==> config.mk <==
export PLATFORM = sky130hd
export DESIGN_NAME = hwacc_mmio_responder_flat
export DESIGN_NICKNAME = d
export VERILOG_FILES = /design/src/rtl/hwacc_mmio_responder_pkg.sv /design/src/rtl/hwacc_mmio_responder_if.sv /design/src/rtl/hwacc_sync_fifo.sv /design/src/rtl/hwacc_mmio_responder.sv /design/src/flat_wrapper.sv
export SDC_FILE = /design/constraint.sdc
export NUM_CORES = 1
export LEC_CHECK = 0
export BUFFER_PORTS_ARGS = -buffer_cell sky130_fd_sc_hd__buf_2
export CELL_PAD_IN_SITES_DETAIL_PLACEMENT = 1
export CELL_PAD_IN_SITES_GLOBAL_PLACEMENT = 1
export CORE_MARGIN = 1
export CORE_UTILIZATION = 40
export CTS_BUF_LIST = sky130_fd_sc_hd__clkbuf_16
export DETAILED_ROUTE_END_ITERATION = 6
export PLACE_DENSITY_LB_ADDON = 0.3
export SLEW_MARGIN = 20
export SYNTH_ARGS = -nofsm -noshare
export SYNTH_HDL_FRONTEND = slang
export SYNTH_HIERARCHICAL = 1
export SYNTH_SLANG_ARGS = --single-unit
export TNS_END_PERCENT = 50
==> constraint.sdc <==
create_clock -name clk -period 17.8 [get_ports clk]
set_input_delay 3.56 -clock clk [delete_from_list [all_inputs] [get_ports clk]]
set_output_delay 3.56 -clock clk [all_outputs]
set_load 0.01 [all_outputs]
==> src/rtl/hwacc_mmio_responder_pkg.sv <==
// Shared constants for the accelerator MMIO responder: region code, register
// indices and CTRL/STATUS bit positions.
package hwacc_pkg;

    localparam logic [1:0] REGION_ACC = 2'b01;

    typedef enum logic [5:0] {
        IDX_CTRL     = 6'd0,
        IDX_STATUS   = 6'd1,
        IDX_IN_DATA  = 6'd2,
        IDX_OUT_DATA = 6'd3,
        IDX_OUT_POP  = 6'd4,
        IDX_SCRATCH  = 6'd5
    } reg_idx_e;

    localparam int CTRL_START_BIT      = 0;
    localparam int CTRL_CLEAR_BIT      = 1;
    localparam int CTRL_CLR_STICKY_BIT = 2;

    localparam int ST_IN_COUNT_LSB  = 0;
    localparam int ST_OUT_COUNT_LSB = 8;
    localparam int ST_IN_FULL       = 16;
    localparam int ST_IN_EMPTY      = 17;
    localparam int ST_OUT_FULL      = 18;
    localparam int ST_OUT_EMPTY     = 19;
    localparam int ST_IN_OVERFLOW   = 20;
    localparam int ST_OUT_UNDERFLOW = 21;
    localparam int ST_ACC_BUSY      = 22;

    function automatic logic region_hit(input logic [1:0] region);
        return region == REGION_ACC;
    endfunction

endpackage

==> src/rtl/hwacc_mmio_responder_if.sv <==
// CPU memory-port and accelerator handshake signals of the MMIO responder.
interface hwacc_mmio_responder_if #(
    parameter int D_WIDTH    = 64,
    parameter int ADDR_WIDTH = 10
);
    logic [ADDR_WIDTH-1:0] mem_addr;
    logic [D_WIDTH-1:0]    mem_wdata;
    logic                  mem_we;
    logic [D_WIDTH-1:0]    mem_rdata;

    logic                  acc_in_valid;
    logic [D_WIDTH-1:0]    acc_in_data;
    logic                  acc_in_ready;
    logic                  acc_out_valid;
    logic [D_WIDTH-1:0]    acc_out_data;
    logic                  acc_out_ready;
    logic                  acc_start;
    logic                  acc_busy;

    modport slave (
        input  mem_addr, mem_wdata, mem_we,
        input  acc_in_ready, acc_out_valid, acc_out_data, acc_busy,
        output mem_rdata, acc_in_valid, acc_in_data, acc_out_ready, acc_start
    );

    modport master (
        output mem_addr, mem_wdata, mem_we,
        output acc_in_ready, acc_out_valid, acc_out_data, acc_busy,
        input  mem_rdata, acc_in_valid, acc_in_data, acc_out_ready, acc_start
    );
endinterface

==> src/rtl/hwacc_sync_fifo.sv <==
// Single-clock FIFO with combinational head, clear-wins semantics and
// push-while-full accepted when a pop happens in the same cycle.
module hwacc_sync_fifo #(
    parameter int DWIDTH = 64,
    parameter int DEPTH  = 8
) (
    input  logic                       clk,
    input  logic                       reset_n,
    input  logic                       push,
    input  logic                       pop,
    input  logic                       clr,
    input  logic [DWIDTH-1:0]          din,
    output logic                       full,
    output logic                       empty,
    output logic [$clog2(DEPTH):0]     count,
    output logic [DWIDTH-1:0]          head
);
    localparam int PW = $clog2(DEPTH);
    localparam int CW = PW + 1;

    logic [DWIDTH-1:0] mem_q [DEPTH];
    logic [PW-1:0]     wr_ptr_q, wr_ptr_d;
    logic [PW-1:0]     rd_ptr_q, rd_ptr_d;
    logic [CW-1:0]     count_q, count_d;
    logic              pop_ok, push_ok;

    assign empty  = (count_q == '0);
    assign full   = (count_q == CW'(DEPTH));
    assign count  = count_q;
    assign head   = mem_q[rd_ptr_q];

    assign pop_ok  = pop & ~empty & ~clr;
    assign push_ok = push & (~full | pop_ok) & ~clr;

    always_comb begin
        wr_ptr_d = wr_ptr_q;
        rd_ptr_d = rd_ptr_q;
        count_d  = count_q;
        if (clr) begin
            wr_ptr_d = '0;
            rd_ptr_d = '0;
            count_d  = '0;
        end else begin
            if (push_ok) wr_ptr_d = wr_ptr_q + PW'(1);
            if (pop_ok)  rd_ptr_d = rd_ptr_q + PW'(1);
            count_d = count_q + CW'(push_ok) - CW'(pop_ok);
        end
    end

    always_ff @(posedge clk or negedge reset_n) begin
        if (!reset_n) begin
            wr_ptr_q <= '0;
            rd_ptr_q <= '0;
            count_q  <= '0;
        end else begin
            wr_ptr_q <= wr_ptr_d;
            rd_ptr_q <= rd_ptr_d;
            count_q  <= count_d;
        end
    end

    // Storage needs no reset: stale entries are unreachable once count is 0.
    always_ff @(posedge clk) begin
        if (push_ok) mem_q[wr_ptr_q] <= din;
    end

endmodule

==> src/rtl/hwacc_mmio_responder.sv <==
// MMIO responder on the datapath memory port: CTRL/STATUS/SCRATCH registers
// plus an input and an output FIFO towards the hardware accelerator.
module hwacc_mmio_responder
    import hwacc_pkg::*;
#(
    parameter int D_WIDTH    = 64,
    parameter int ADDR_WIDTH = 10,
    parameter int FIFO_DEPTH = 8
) (
    input  logic                   clk,
    input  logic                   reset_n,
    hwacc_mmio_responder_if.slave  bus
);
    localparam int CW = $clog2(FIFO_DEPTH) + 1;

    logic               hit;
    reg_idx_e           idx;
    logic               wr_en, wr_ctrl, wr_in, wr_pop, wr_scratch;
    logic               soft_clr, clr_sticky;

    logic               in_full, in_empty, out_full, out_empty;
    logic [CW-1:0]      in_count, out_count;
    logic [D_WIDTH-1:0] in_head, out_head;
    logic               in_pop, out_push;

    logic [D_WIDTH-1:0] rdata_q, rdata_d;
    logic [D_WIDTH-1:0] scratch_q, scratch_d;
    logic               start_q, start_d;
    logic               in_ovf_q, in_ovf_d;
    logic               out_udf_q, out_udf_d;
    logic [D_WIDTH-1:0] status_word;

    assign hit        = region_hit(bus.mem_addr[9:8]);
    assign idx        = reg_idx_e'(bus.mem_addr[7:2]);
    assign wr_en      = bus.mem_we & hit;
    assign wr_ctrl    = wr_en & (idx == IDX_CTRL);
    assign wr_in      = wr_en & (idx == IDX_IN_DATA);
    assign wr_pop     = wr_en & (idx == IDX_OUT_POP);
    assign wr_scratch = wr_en & (idx == IDX_SCRATCH);
    assign soft_clr   = wr_ctrl & bus.mem_wdata[CTRL_CLEAR_BIT];
    assign clr_sticky = wr_ctrl & bus.mem_wdata[CTRL_CLR_STICKY_BIT];

    assign in_pop   = ~in_empty & bus.acc_in_ready;
    assign out_push = bus.acc_out_valid & ~out_full;

    hwacc_sync_fifo #(.DWIDTH(D_WIDTH), .DEPTH(FIFO_DEPTH)) u_in_fifo (
        .clk     (clk),
        .reset_n (reset_n),
        .push    (wr_in),
        .pop     (in_pop),
        .clr     (soft_clr),
        .din     (bus.mem_wdata),
        .full    (in_full),
        .empty   (in_empty),
        .count   (in_count),
        .head    (in_head)
    );

    hwacc_sync_fifo #(.DWIDTH(D_WIDTH), .DEPTH(FIFO_DEPTH)) u_out_fifo (
        .clk     (clk),
        .reset_n (reset_n),
        .push    (out_push),
        .pop     (wr_pop),
        .clr     (soft_clr),
        .din     (bus.acc_out_data),
        .full    (out_full),
        .empty   (out_empty),
        .count   (out_count),
        .head    (out_head)
    );

    assign bus.acc_in_valid  = ~in_empty;
    assign bus.acc_in_data   = in_head;
    assign bus.acc_out_ready = ~out_full;
    assign bus.acc_start     = start_q;
    assign bus.mem_rdata     = rdata_q;

    always_comb begin
        status_word = '0;
        status_word[ST_IN_COUNT_LSB  +: 8] = 8'(in_count);
        status_word[ST_OUT_COUNT_LSB +: 8] = 8'(out_count);
        status_word[ST_IN_FULL]       = in_full;
        status_word[ST_IN_EMPTY]      = in_empty;
        status_word[ST_OUT_FULL]      = out_full;
        status_word[ST_OUT_EMPTY]     = out_empty;
        status_word[ST_IN_OVERFLOW]   = in_ovf_q;
        status_word[ST_OUT_UNDERFLOW] = out_udf_q;
        status_word[ST_ACC_BUSY]      = bus.acc_busy;
    end

    // Read data is taken from pre-update state, so same-cycle pushes are not yet visible.
    always_comb begin
        rdata_d = '0;
        if (hit) begin
            case (idx)
                IDX_STATUS:   rdata_d = status_word;
                IDX_OUT_DATA: rdata_d = out_empty ? '0 : out_head;
                IDX_SCRATCH:  rdata_d = scratch_q;
                default:      rdata_d = '0;
            endcase
        end
    end

    always_comb begin
        scratch_d = wr_scratch ? bus.mem_wdata : scratch_q;
        start_d   = wr_ctrl & bus.mem_wdata[CTRL_START_BIT] & ~bus.mem_wdata[CTRL_CLEAR_BIT];
        in_ovf_d  = in_ovf_q;
        out_udf_d = out_udf_q;
        if (soft_clr | clr_sticky) begin
            in_ovf_d  = 1'b0;
            out_udf_d = 1'b0;
        end else begin
            if (wr_in & in_full & ~in_pop) in_ovf_d  = 1'b1;
            if (wr_pop & out_empty)        out_udf_d = 1'b1;
        end
    end

    always_ff @(posedge clk or negedge reset_n) begin
        if (!reset_n) begin
            rdata_q   <= '0;
            scratch_q <= '0;
            start_q   <= 1'b0;
            in_ovf_q  <= 1'b0;
            out_udf_q <= 1'b0;
        end else begin
            rdata_q   <= rdata_d;
            scratch_q <= scratch_d;
            start_q   <= start_d;
            in_ovf_q  <= in_ovf_d;
            out_udf_q <= out_udf_d;
        end
    end

endmodule

==> src/flat_wrapper.sv <==
// flat-port wrapper written by rule: the top's interface ports become plain ports
module hwacc_mmio_responder_flat import hwacc_pkg::*;
#(
    parameter int D_WIDTH    = 64,
    parameter int ADDR_WIDTH = 10,
    parameter int FIFO_DEPTH = 8
)
  (clk, reset_n, bus_mem_addr, bus_mem_wdata, bus_mem_we, bus_acc_in_ready, bus_acc_out_valid, bus_acc_out_data, bus_acc_busy, bus_mem_rdata, bus_acc_in_valid, bus_acc_in_data, bus_acc_out_ready, bus_acc_start);
  hwacc_mmio_responder_if #(.D_WIDTH(D_WIDTH), .ADDR_WIDTH(ADDR_WIDTH)) bus_i ();
  input  logic clk;
  input  logic reset_n;
  input wire logic [$bits(bus_i.mem_addr)-1:0] bus_mem_addr;
  input wire logic [$bits(bus_i.mem_wdata)-1:0] bus_mem_wdata;
  input wire logic [$bits(bus_i.mem_we)-1:0] bus_mem_we;
  input wire logic [$bits(bus_i.acc_in_ready)-1:0] bus_acc_in_ready;
  input wire logic [$bits(bus_i.acc_out_valid)-1:0] bus_acc_out_valid;
  input wire logic [$bits(bus_i.acc_out_data)-1:0] bus_acc_out_data;
  input wire logic [$bits(bus_i.acc_busy)-1:0] bus_acc_busy;
  output wire logic [$bits(bus_i.mem_rdata)-1:0] bus_mem_rdata;
  output wire logic [$bits(bus_i.acc_in_valid)-1:0] bus_acc_in_valid;
  output wire logic [$bits(bus_i.acc_in_data)-1:0] bus_acc_in_data;
  output wire logic [$bits(bus_i.acc_out_ready)-1:0] bus_acc_out_ready;
  output wire logic [$bits(bus_i.acc_start)-1:0] bus_acc_start;
  assign bus_i.mem_addr = bus_mem_addr;
  assign bus_i.mem_wdata = bus_mem_wdata;
  assign bus_i.mem_we = bus_mem_we;
  assign bus_i.acc_in_ready = bus_acc_in_ready;
  assign bus_i.acc_out_valid = bus_acc_out_valid;
  assign bus_i.acc_out_data = bus_acc_out_data;
  assign bus_i.acc_busy = bus_acc_busy;
  assign bus_mem_rdata = bus_i.mem_rdata;
  assign bus_acc_in_valid = bus_i.acc_in_valid;
  assign bus_acc_in_data = bus_i.acc_in_data;
  assign bus_acc_out_ready = bus_i.acc_out_ready;
  assign bus_acc_start = bus_i.acc_start;
  hwacc_mmio_responder #(.D_WIDTH(D_WIDTH), .ADDR_WIDTH(ADDR_WIDTH), .FIFO_DEPTH(FIFO_DEPTH)) u_core (.clk(clk), .reset_n(reset_n), .bus(bus_i));
endmodule
# ---- Word-level counts from Yosys, hierarchy flattened
# Memories as Yosys holds them, arrays and structs flattened.
# Cells that the tools add are included.
# W data, S select, Z words.
dict set report totals {
  word_cells 91
  mem_bits_rw 1024
  regBits 151
  output_inout_bits 131
  memories 2
}
# name depth width read_ports rd_ports_with_merged_regs wr line
set mem_list {}
lappend mem_list {u_core.u_in_fifo.mem_q 8 64 1 0 1 hwacc_sync_fifo.sv:21} ;# logic [DWIDTH-1:0] mem_q [DEPTH];
lappend mem_list {u_core.u_out_fifo.mem_q 8 64 1 0 1 hwacc_sync_fifo.sv:21}
dict set report op_classes {
  mux 21
  eq_ne 8
  n_addsub 8
  n_reduce_logical 9
  bitwise 32
}
# operator n
set op_table {}
lappend op_table {{$pmux W64 S3} 1}
lappend op_table {{$mux W64} 2}
lappend op_table {{$mux W3} 8}
lappend op_table {{$and A1 B1 Y1} 22}
lappend op_table {{$add A3 B1 Y3 const B} 4}
lappend op_table {{$eq A6 B2 Y1 const B} 2}
lappend op_table {{$eq A6 B3 Y1 const B} 2}
lappend op_table {{$reduce_bool A2 Y1} 6}
lappend op_table {{$add A4 B1 Y4} 2}
lappend op_table {{$eq A4 B4 Y1 const B} 2}
lappend op_table {{$logic_not A4 Y1} 2}
lappend op_table {{$mux W1} 8}
lappend op_table {{$mux W4} 2}
lappend op_table {{$sub A4 B1 Y4} 2}
lappend op_table {{$not A1 Y1} 7}
lappend op_table {{$eq A6 B1 Y1 const B} 1}
lappend op_table {{$logic_not A6 Y1} 1}
lappend op_table {{$or A1 B1 Y1} 3}
lappend op_table {{$eq A2 B1 Y1 const B} 1}

# ---- Logic depth before layout (Yosys ltp)
# Gate-level depths: netlist of run 1.
dict set report logic_depth {
  word_depth 12
  ltp_mapped 14
  mapped_depth_nobuf 13
}

# ---- By module
# The synthesis of run 1 kept the hierarchy.
# mod area_per_inst_um2 n_inst cells_per_inst
set by_module_without_submodules {}
lappend by_module_without_submodules {hwacc_sync_fifo 19905.3 2 818}
lappend by_module_without_submodules {hwacc_mmio_responder 5840.6 1 471}

# ---- Worst setup path before layout of run 1
# OpenSTA, ideal clock, no wires.
dict set report synth_timing {
  path_type {input port to flip-flop}
  from {input port bus_mem_addr[4]}
  to {memory u_core.u_out_fifo.mem_q[0][0], enable pin}
  arrival_time_ps 9518
  required_ps 17235
  path_stages 7
  path_slack_ps 7718
  cell_sequence {buf_4 > nor4b_4 > clkbuf_1 > and3_1 > nor3b_1 > o211ai_1 > nor3_1}
}
dict set report synth_via {
  elab_cells_between_ends 13
  classes_between {eq/ne: 1; mux: 2; bitwise: 9; reduce/logical: 1}
}
# item line
set synth_lines {}
lappend synth_lines {{from (decl)} flat_wrapper.sv:12} ;# input wire logic [$bits(bus_i.mem_addr)-1:0] bus_mem_addr;
lappend synth_lines {{$eq A6 B3 Y1} hwacc_mmio_responder.sv:38} ;# assign wr_pop = wr_en & (idx == IDX_OUT_POP);
lappend synth_lines {{$and A1 B1 Y1} hwacc_mmio_responder.sv:38}
lappend synth_lines {{via u_core.wr_pop} hwacc_mmio_responder.sv:18} ;# logic wr_en, wr_ctrl, wr_in, wr_pop, wr_scratch;
lappend synth_lines {{$and A1 B1 Y1 (2 in series)} hwacc_sync_fifo.sv:32} ;# assign pop_ok = pop & ~empty & ~clr;
lappend synth_lines {{$or A1 B1 Y1} hwacc_sync_fifo.sv:33} ;# assign push_ok = push & (~full | pop_ok) & ~clr;
lappend synth_lines {{$and A1 B1 Y1 (2 in series)} hwacc_sync_fifo.sv:33}
lappend synth_lines {{$mux W1} hwacc_sync_fifo.sv:64} ;# if (push_ok) mem_q[wr_ptr_q] <= din;
lappend synth_lines {{$mux W1 (implied by the code)} hwacc_sync_fifo.sv:64}
lappend synth_lines {{to (decl)} hwacc_sync_fifo.sv:21}
# The timed path passes the listed nets, and every way through them passes these cells.

# ---- Worst setup path after layout of run 1
dict set report layout_timing {
  from {register u_core.u_in_fifo.rd_ptr_q[0]}
  to {output port bus_acc_in_data[35]}
}
dict set report layout_via {
  elab_chain_len 1
}
# item line
set layout_rtl {}
lappend layout_rtl {{from (decl)} hwacc_sync_fifo.sv:23} ;# logic [PW-1:0] rd_ptr_q, rd_ptr_d;
lappend layout_rtl {{from (signal assigned)} hwacc_sync_fifo.sv:57} ;# rd_ptr_q <= rd_ptr_d;
lappend layout_rtl {{$mem_v2 Z8 W64} n/a}
lappend layout_rtl {{to (decl)} flat_wrapper.sv:21} ;# output wire logic [$bits(bus_i.acc_in_data)-1:0] bus_acc_in_data;
# No other way between the ends.

==> impl_metrics.tcl, run 1 <==
set metrics [dict create \
    slowest_stage "dfrtp_4" \
    slew-limit-headroom_pct 29.1 \
    dpl.hpwl_um 64100 \
    timing_hold_violations_final 0 \
    ys_seq_elements 1175 \
    place_area_mm2 0.0487 \
    status "finished clean" \
    cts_hold_buf 0 \
    grt-ovfl-total 0 \
    crit_fanout 52 \
    core_region_area_mm2 0.113 \
    place_congestion 0.750 \
    path_buf_inv 3 \
    power.switching_mw 1.79 \
    synth_area_mm2 0.0457 \
    worst_pin_slew_ps 1060 \
    fp.dieW_um 340 \
    cp.required_ps 14240 \
    p_seq_share_pct 47.1 \
    fin_crit_sh_pct 44.1 \
    vias 21773 \
    ctsResizeCount 0 \
    htree_levels 3 \
    synth-async-reset-ratio_pct 12.9 \
    clkSinkCount 1175 \
    synth_edf_count 1024 \
    reg2regPathDepth 9 \
    syn_inst 2107 \
    cp-start-kind "flop" \
    dp.cells 3807 \
    syn-num-nets 2269 \
    nNetsFinal 2588 \
    skew_ps 20.2 \
    drtIter0Drc 1748 \
    hold_end "u_core/scratch_q[1]" \
    worst_r2r_endpoint "u_core/u_in_fifo/mem_q[2][43]" \
    min_path_cells 1 \
    detail-route-antenna-nets 0 \
    fin_cells 4035 \
    setup_viol 0 \
    fp.dieH_um 340 \
    cp_top_family "buffers and inverters" \
    rows 123 \
    rsz0062_at_grt "false" \
    antenna_found_initial 36 \
    yosysSeqAreaShare_pct 75.6 \
    cts-root-buf "clkbuf_16" \
    cp_data_arrival_time_ps 4280 \
    hp-start "u_core/scratch_q[1]" \
    cts_setup_buffers 0 \
    clk_path_buf_depth 3 \
    final_area_mm2 0.0527 \
    drv_slew 0 \
    power.share.clock_pct 35.6 \
    areaGrowthSynthToFinish_pct 15.3 \
    fin_crit_ps 7840 \
    fmax_mhz 127 \
    worst_path_largest_cell_delay_ps 910 \
    cts_tree "built" \
    max-vdd-ir-drop_mv 0.0810 \
    totalWireLength_um 111000 \
    yosys_warnings 6 \
    grt_pass1_wl_um 162000 \
    final_layout_size_suffix_gt1_share_pct 39.0 \
    avgSynthCellArea_um2 21.7 \
    p_comb_share_pct 17.3 \
    cts_buffers 117 \
    crit_chain "buf_4, buf_6, mux4_2, mux2_2, buf_2" \
    powerDensity_mw_per_mm2 135 \
    finalSetupTns_ps 0 \
    port_buffers 272 \
    worstSetupPathType "flop to output port" \
    cap_violations 0 \
    grt_pass1_vias 23639 \
    switching_share_pct 25.3 \
    drc 0 \
    end_kind "output port" \
    vias_per_cell 5.40 \
    hp-class "flop to flop" \
    regToRegStartpoint "u_core/u_in_fifo/count[3]" \
    initial_core_util_pct 40.5 \
    ios 275 \
    leakage_nw 17.7 \
    cellInternalPower_mw 5.29 \
    r2r_slack_ps 13520 \
    ys.flop_type "edfxtp_1" \
    grt_usage_pct 19.2 \
    grt_max_degree 89 \
    yosysUniqueCellTypes 47 \
    final_util_pct 46.7 \
    clk_pin_slew_ps 60 \
    dieArea_mm2 0.115 \
    insertion_delay_ps 700 \
    cp.depth 5 \
    drt-pass1-iter-count 7 \
    wire_per_inst_um 27.5 \
]
==> power by group through the flow <==
stage                     sequential, mW  clock, mW  combinational (mW)
after detailed placement            3.40          0                1.25
final                               3.34       2.52                1.23
after CTS                           3.34       2.58                1.26
after global placement              3.38          0                1.23
after global routing                3.36       2.66                1.32
after floorplan                     3.32          0               0.908
==> metrics by stage <==
stage,setup WS (ps),total power [mW],hold WS (ps)
final,9960,7.09,487
after global routing,9590,7.34,519
after CTS,9490,7.18,488
after detailed placement,10170,4.65,474
after global placement,10250,4.61,466
after floorplan,7720,4.23,452
==> cell type report <==
cell class | count | area, um^2
diodes | 7 | 17.5
clock inverters | 102 | 992
fillers | 10308 | 60200
inverters | 23 | 86.3
well taps | 1500 | 1880
clock buffers | 119 | 2980
repair buffers | 318 | 1720
multi-input cells | 791 | 10400
flip-flops and latches | 1175 | 34500
==> cell families after synthesis <==
| family | synth area share, % |
|---|---|
| xor+xnor | 0.0384 |
| mux | 18.4 |
| compound gates | 1.09 |
| simple gates | 2.47 |
| flops | 75.6 |
| fa+ha+maj | 0.526 |
| buf+inv | 1.81 |
==> synthesized netlist by cell type, types with 9 or more instances <==
master	instances	area [um^2]
edfxtp_1	1024	30700
mux4_2	256	5770
dfrtp_1	151	3780
mux2_2	147	1660
nand3_1	132	661
a21oi_1	71	355
clkbuf_1	66	248
mux2_4	60	901
buf_6	22	248
inv_1	22	82.6
nor2_1	21	78.8
ha_1	16	200
nor2b_1	16	100
buf_2	13	65.1
nand2b_1	10	62.6
buf_1	9	33.8
==> layout by cell type (no fill, tap or decap), types with 3 or more instances in the layout <==
cell,count
a21oi_1,71
and3_1,3
buf_2,271
buf_4,45
bufinv_16,19
clkbuf_16,119
clkinv_1,26
clkinv_2,19
clkinv_4,3
clkinvlp_4,7
dfrtp_1,145
dfrtp_4,4
diode_2,7
edfxtp_1,1024
ha_1,16
inv_1,44
inv_6,4
mux2_1,6
mux2_2,147
mux2_4,60
mux4_2,256
nand2b_1,10
nand3_1,132
nor2_1,9
nor2_4,12
nor2b_1,15
nor3_2,5
o211ai_1,6
o21ai_0,6
==> how the worst max path moves through the flow <==
stage / startpoint / endpoint / slack [ps]
4_1_cts: u_core/u_in_fifo/rd_ptr_q[0] / bus_acc_in_data[35] / 9490
6_report: u_core/u_in_fifo/rd_ptr_q[0] / bus_acc_in_data[35] / 9960
2_1_floorplan: bus_mem_addr[4] / u_core/u_out_fifo/mem_q[0][0] / 7720
3_3_place_gp: u_core/u_in_fifo/rd_ptr_q[0] / bus_acc_in_data[35] / 10250
3_5_place_dp: bus_mem_addr[4] / u_core/u_out_fifo/mem_q[0][41] / 10170
5_1_grt: u_core/u_in_fifo/rd_ptr_q[0] / bus_acc_in_data[35] / 9590
==> per-layer routing <==
layer | vias to the layer above | wire length (um) | GRT usage (%)
li1 | 9280 | - | -
met1 | 11742 | 48300 | 26.6
met2 | 544 | 53600 | 30.9
met3 | 171 | 6620 | 4.15
met4 | 36 | 1950 | 4.90
met5 | - | 230 | 0
==> flip-flops by register name (all words and copies together), names as in the netlist <==
register / flops
u_core/bus.acc_start: 1
u_core/bus.mem_rdata: 64
u_core/in_ovf_q: 1
u_core/out_udf_q: 1
u_core/scratch_q: 64
u_core/u_in_fifo/count: 4
u_core/u_in_fifo/mem_q: 512
u_core/u_in_fifo/rd_ptr_q: 3
u_core/u_in_fifo/wr_ptr_q: 3
u_core/u_out_fifo/count: 4
u_core/u_out_fifo/mem_q: 512
u_core/u_out_fifo/rd_ptr_q: 3
u_core/u_out_fifo/wr_ptr_q: 3
No activity file was read; power rests on OpenSTA's default activity.
==> inputs of run 2 (changes only) <==
- clock period: 17.8 -> 6.4 ns (I/O delays scaled with it)
==> run 2 against run 1 <==
Critical path depth decreased by 1. Wire length decreased by 1.8%. Sequential cell count unchanged. Final cell count unchanged. Worst hold slack improved by 6.4 ps. Worst setup slack got worse by 8200 ps. Register-to-register slack got worse by 11000 ps. Global-route usage decreased by 0.34 points. Clock power increased to 2.7 times the previous value. Highest routed layer unchanged. Total power increased to 2.8 times the previous value. Core utilization increased by 0.070 points. Largest cell class unchanged. Via count decreased by 1.1%.
==> impl_metrics.tcl, run 2 (same netlist as run 1, synthesis figures left out) <==
set metrics [dict create \
    fp.dieH_um 340 \
    dpl.hpwl_um 63900 \
    totalWireLength_um 109000 \
    port_buffers 272 \
    grt_max_degree 101 \
    ctsResizeCount 0 \
    fin_crit_sh_pct 73.1 \
    final_layout_size_suffix_gt1_share_pct 38.9 \
    drtIter0Drc 1625 \
    worstSetupPathType "flop to output port" \
    max-vdd-ir-drop_mv 0.270 \
    antenna_found_initial 39 \
    powerDensity_mw_per_mm2 372 \
    grt_pass1_wl_um 159000 \
    cp-start-kind "flop" \
    fillCellCount 10270 \
    setup_viol 0 \
    cts-root-buf "clkbuf_16" \
    vias_per_cell 5.34 \
    cts_buffers 115 \
    cp_data_arrival_time_ps 3400 \
    end_kind "output port" \
    cts_tree "built" \
    grtUsageMet2_pct 30.6 \
    clkSinkCount 1175 \
    use_met3_pct 3.74 \
    drc 0 \
    crit_chain "buf_12, mux4_2, mux2_2, buf_2" \
    worst_pin_slew_ps 1100 \
    rsz0062_at_grt "false" \
    vias 21527 \
    clk_pin_slew_ps 60 \
    place_congestion 0.758 \
    cap_violations 0 \
    slew-limit-headroom_pct 26.7 \
    crit_fanout 65 \
    grt_usage_pct 18.8 \
    nNetsFinal 2585 \
    rows 123 \
    final_area_mm2 0.0527 \
    hp-class "flop to flop" \
    ios 275 \
    areaGrowthSynthToFinish_pct 15.5 \
    slowest_stage "dfrtp_4" \
    drt-pass1-iter-count 5 \
    status "finished clean" \
    htree_levels 3 \
    cp.required_ps 5120 \
    core_region_area_mm2 0.113 \
    skew_ps 21.5 \
    clk_path_buf_depth 3 \
    finalSetupTns_ps 0 \
    cts_hold_buf 0 \
    initial_core_util_pct 40.5 \
    grt-ovfl-total 0 \
    timing_hold_violations_final 0 \
    cts_setup_buffers 0 \
    whs_ps 494 \
    drv_slew 0 \
    leakage_nw 17.7 \
    detail-route-antenna-nets 0 \
    fin_crit_ps 4680 \
    dieArea_mm2 0.115 \
    fin_cells 4035 \
    wire_per_inst_um 26.9 \
    final_cell_mix "1024 x edfxtp_1, 271 x buf_2, 256 x mux4_2" \
    fmax_mhz 214 \
    fp.dieW_um 340 \
    worst_path_largest_cell_delay_ps 1000 \
    busiest_layer "met2" \
    dp.cells 3805 \
    insertion_delay_ps 690 \
    final_common_cell "edfxtp_1" \
    met1_usage_pct 25.9 \
    place_area_mm2 0.0488 \
    reg_top3 "u_core/u_in_fifo/mem_q: 512 flops, u_core/u_out_fifo/mem_q: 512 flops" \
    grt_pass1_vias 23159 \
]
run 2: path summary, 6_finish.rpt:
kind / end / slack (ps) / from / cells past startpoint
worst max-delay path: bus_acc_in_data[45] / 1720 / u_core/u_in_fifo/rd_ptr_q[0] / 4
worst min-delay path: u_core/scratch_q[1] / 490 / u_core/scratch_q[1] / 1
worst max register to register: u_core/u_in_fifo/mem_q[5][30] / 2140 / u_core/u_in_fifo/count[2] / 9
worst min register to register: u_core/scratch_q[1] / 490 / u_core/scratch_q[1] / 1
max in group asynchronous: u_core/bus.mem_rdata[61] / 4640 / reset_n / 2
min in group asynchronous: u_core/scratch_q[36] / 520 / reset_n / 1
run 2: layout make-up:
cell class	count	area [um^2]	share of cell area, %
tap	1500	1880	3.56
multi-input combinational	791	10500	19.8
clock buffer	117	2930	5.55
clock inverter	102	938	1.78
sequential	1175	34500	65.5
inverter	23	86.3	0.164
antenna	10	25.0	0.0475
timing repair buffer	317	1880	3.56
run 2: critical path, delay by kind of cell, from the launching register on:
kind,cells,cell delay (ps)
muxes,2,900
DFF,1,1000
buffers and inverters,2,600
run 2: per-layer routing:
layer,wire length [um],vias up
li1,-,9292
met2,52800,550
met5,177,-
met4,2500,32
met3,6390,184
met1,46900,11469
run 2: where the power goes:
part	switching (mW)	leakage, nW	internal, mW
logic	1.77	4.43	1.69
clock network	2.85	1.96	4.00
registers	0.355	11.3	8.93
total	4.97	17.7	14.6
run 2: stage by stage:
stage                     power [mW]  setup slack (ps)  util [%]
after CTS                       19.9              1580      46.7
final                           19.6              1720      46.7
after global placement          12.9              1340      43.3
after detailed placement        13.0              1370      43.3
after global routing            20.3              1490      46.7
after floorplan                 11.7             -1080         -
==> inputs of run 3 (changes only) <==
- ABC_AREA: unset -> 1
- clock period: 6.4 -> 4.4 ns (I/O delays scaled with it)
==> run 3 against run 2 <==
Critical path depth up 3. Largest cell class unchanged. Sequential cell count is the same. Largest power group unchanged. Worst setup slack worse by 1400 ps. Combinational power is 110% higher. Wire length increased by 23%. Clock-buffer cell count increased by 7. Register-to-register slack worse by 1400 ps. Synthesized cell count rose by 83%. Final cell count is 41% higher. Sequential share of layout area fell by 1.2 points.
==> impl_metrics.tcl, run 3 <==
set metrics [dict create \
    max-vdd-ir-drop_mv 0.518 \
    vias 31031 \
    initial_core_util_pct 40.5 \
    final_layout_size_suffix_gt1_share_pct 15.0 \
    drtIter0Drc 2362 \
    worst_r2r_endpoint "u_core/u_in_fifo/mem_q[5][58]" \
    synth-async-reset-ratio_pct 12.9 \
    fp.dieW_um 345 \
    ys_seq_elements 1175 \
    cts_buffers 119 \
    rows 125 \
    drt-pass1-iter-count 5 \
    cts_tree "built" \
    synth_most_common_cell "edfxtp_1" \
    powerDensity_mw_per_mm2 566 \
    insertion_delay_ps 700 \
    cts_hold_buf 0 \
    dpl.hpwl_um 79300 \
    regArea_mm2 0.0345 \
    final_cell_mix "1024 x edfxtp_1, 643 x nand2_1, 535 x nor2_1" \
    final_util_pct 46.1 \
    worst_pin_slew_ps 1040 \
    slowest_stage "dfrtp_4" \
    path_buf_inv 3 \
    ctsResizeCount 0 \
    multi_input_area_mm2 0.0108 \
    fillCellCount 12132 \
    rsz0062_at_grt "false" \
    final_common_cell "edfxtp_1" \
    ios 275 \
    worstSetupPathType "flop to output port" \
    crit_chain "inv_6, buf_4, o21ai_1, o22ai_1, nand2_1, nand2_1, buf_2" \
    regToRegStartpoint "u_core/u_in_fifo/count[2]" \
    fin_crit_ps 4030 \
    place_area_mm2 0.0499 \
    synth_area_mm2 0.0472 \
    cpMostUsedCell "nand2_1" \
    synth_top_area_share_pct 65.2 \
    cap_violations 0 \
    synth_largest_area_cell "edfxtp_1" \
    htree_levels 3 \
    final_area_mm2 0.0537 \
    fin_crit_sh_pct 91.7 \
    nNetsFinal 4221 \
    dieArea_mm2 0.119 \
    drc 0 \
    port_buffers 272 \
    ys.flop_type "edfxtp_1" \
    clkSinkCount 1175 \
    cp-start-kind "flop" \
    skew_ps 28.4 \
    end_kind "output port" \
    vias_per_cell 5.45 \
    antenna_found_initial 30 \
    timing_hold_violations_final 0 \
    areaGrowthSynthToFinish_pct 13.9 \
    grt_pass1_vias 32165 \
    grt-ovfl-total 0 \
    cts-root-buf "clkbuf_16" \
    wire_per_inst_um 23.5 \
    ys_top_cells_by_count "1024 x edfxtp_1, 645 x nand2_1, 553 x nor2_1, 337 x o21ai_0, 256 x o22ai_1" \
    reg2regPathDepth 10 \
    clk_pin_slew_ps 60 \
    core_region_area_mm2 0.117 \
    fmax_mhz 248 \
    place_congestion 0.799 \
    setup_viol 0 \
    yosysSeqAreaShare_pct 73.2 \
    yosys_warnings 6 \
    totalWireLength_um 134000 \
    crit_fanout 90 \
    syn_inst 3846 \
    synth_edf_count 1024 \
    grt_max_degree 204 \
    leakage_nw 19.8 \
    netlist_top_cells_area "edfxtp_1 65%, dfrtp_1 8.0%, nand2_1 5.1%" \
    drv_slew 0 \
    cp.required_ps 3520 \
    yosysUniqueCellTypes 32 \
    cts_setup_buffers 0 \
    grt_usage_pct 22.2 \
    status "finished clean" \
    reg_top3 "u_core/u_in_fifo/mem_q: 512 flops, u_core/u_out_fifo/mem_q: 512 flops" \
    avgSynthCellArea_um2 12.3 \
    grt_pass1_wl_um 201000 \
    worst_path_largest_cell_delay_ps 670 \
    detail-route-antenna-nets 0 \
    hp-class "input port to async pin" \
    slew-limit-headroom_pct 30.7 \
    syn-num-nets 4008 \
    fp.dieH_um 345 \
    clk_path_buf_depth 3 \
    r2r_slack_ps 790 \
    cp_data_arrival_time_ps 3150 \
    cp_top_family "buffers and inverters" \
]
run 3: changes by cell type in the layout (fill, tap and decap cells not counted), sizes merged, moves of 37 or more:
cell,delta
mux4,-256
o22ai,+256
nand2,+643
o21ai,+513
inv,+99
mux2,-213
nand4,+37
nor2,+613
run 3: worst max-delay path by stage:
stage                                       startpoint                       endpoint  slack [ps]  cells past startpoint
after global routing      u_core/u_in_fifo/rd_ptr_q[0]            bus_acc_in_data[54]         180                      7
final                     u_core/u_in_fifo/rd_ptr_q[0]            bus_acc_in_data[54]         370                      7
after CTS                 u_core/u_in_fifo/rd_ptr_q[0]            bus_acc_in_data[54]         280                      7
after global placement                 bus_mem_addr[8]  u_core/u_in_fifo/mem_q[5][44]         360                     11
after detailed placement               bus_mem_addr[8]  u_core/u_in_fifo/mem_q[5][44]         280                     11
after floorplan                        bus_mem_addr[7]  u_core/u_out_fifo/mem_q[0][0]        -820                      7
run 3: power breakdown:
group,internal [mW],switching (mW),leakage (nW),total (mW)
Sequential,13.0,0.354,11.3,13.3
Clock,5.52,4.19,1.95,9.71
Combinational,2.19,5.19,6.52,7.39
run 3: layer usage:
layer / track usage [%] / wire, um
met5: 0 / 163
met4: 6.28 / 2900
met3: 3.78 / 8140
met2: 35.8 / 63500
met1: 30.8 / 59300
run 3: logic make-up after synthesis:
| kind of cell | after synthesis | share of synthesized area (%) |
|---|---|---|
| AND/OR/NAND/NOR | 1446 | 12.5 |
| flip-flops | 1175 | 73.2 |
| AO/OA/AOI/OAI | 833 | 9.52 |
| buffers and inverters | 370 | 4.16 |
| adder cells (fa/ha/maj) | 18 | 0.509 |
| XOR/XNOR | 4 | 0.0743 |
run 3: final cells by class:
class	instances	area share (%)
clock buffers	124	5.78
well taps	1524	3.55
repair buffers	344	4.11
diodes	9	0.0419
inverters	118	0.848
multi-input cells	2301	20.1
flip-flops and latches	1175	64.3
clock inverters	101	1.23
run 3: worst reg2reg max path, delay by kind of cell (launching register included):
family,cells,cell delay (ps)
and+or+nand+nor,6,2100
adders and majority gates,1,200
DFF,1,360
buffers and inverters,3,560
run 3: per-stage QoR:
step	cells	power [mW]	TNS (ps)	hold WS (ps)	worst slack, ps
detailed placement	5462	20.9	0	458	283
global route	5690	31.8	0	314	175
CTS	5687	30.7	0	284	276
floorplan	3846	18.4	-818240	442	-815
finish	5696	30.4	0	263	367
global placement	5462	20.7	0	454	365
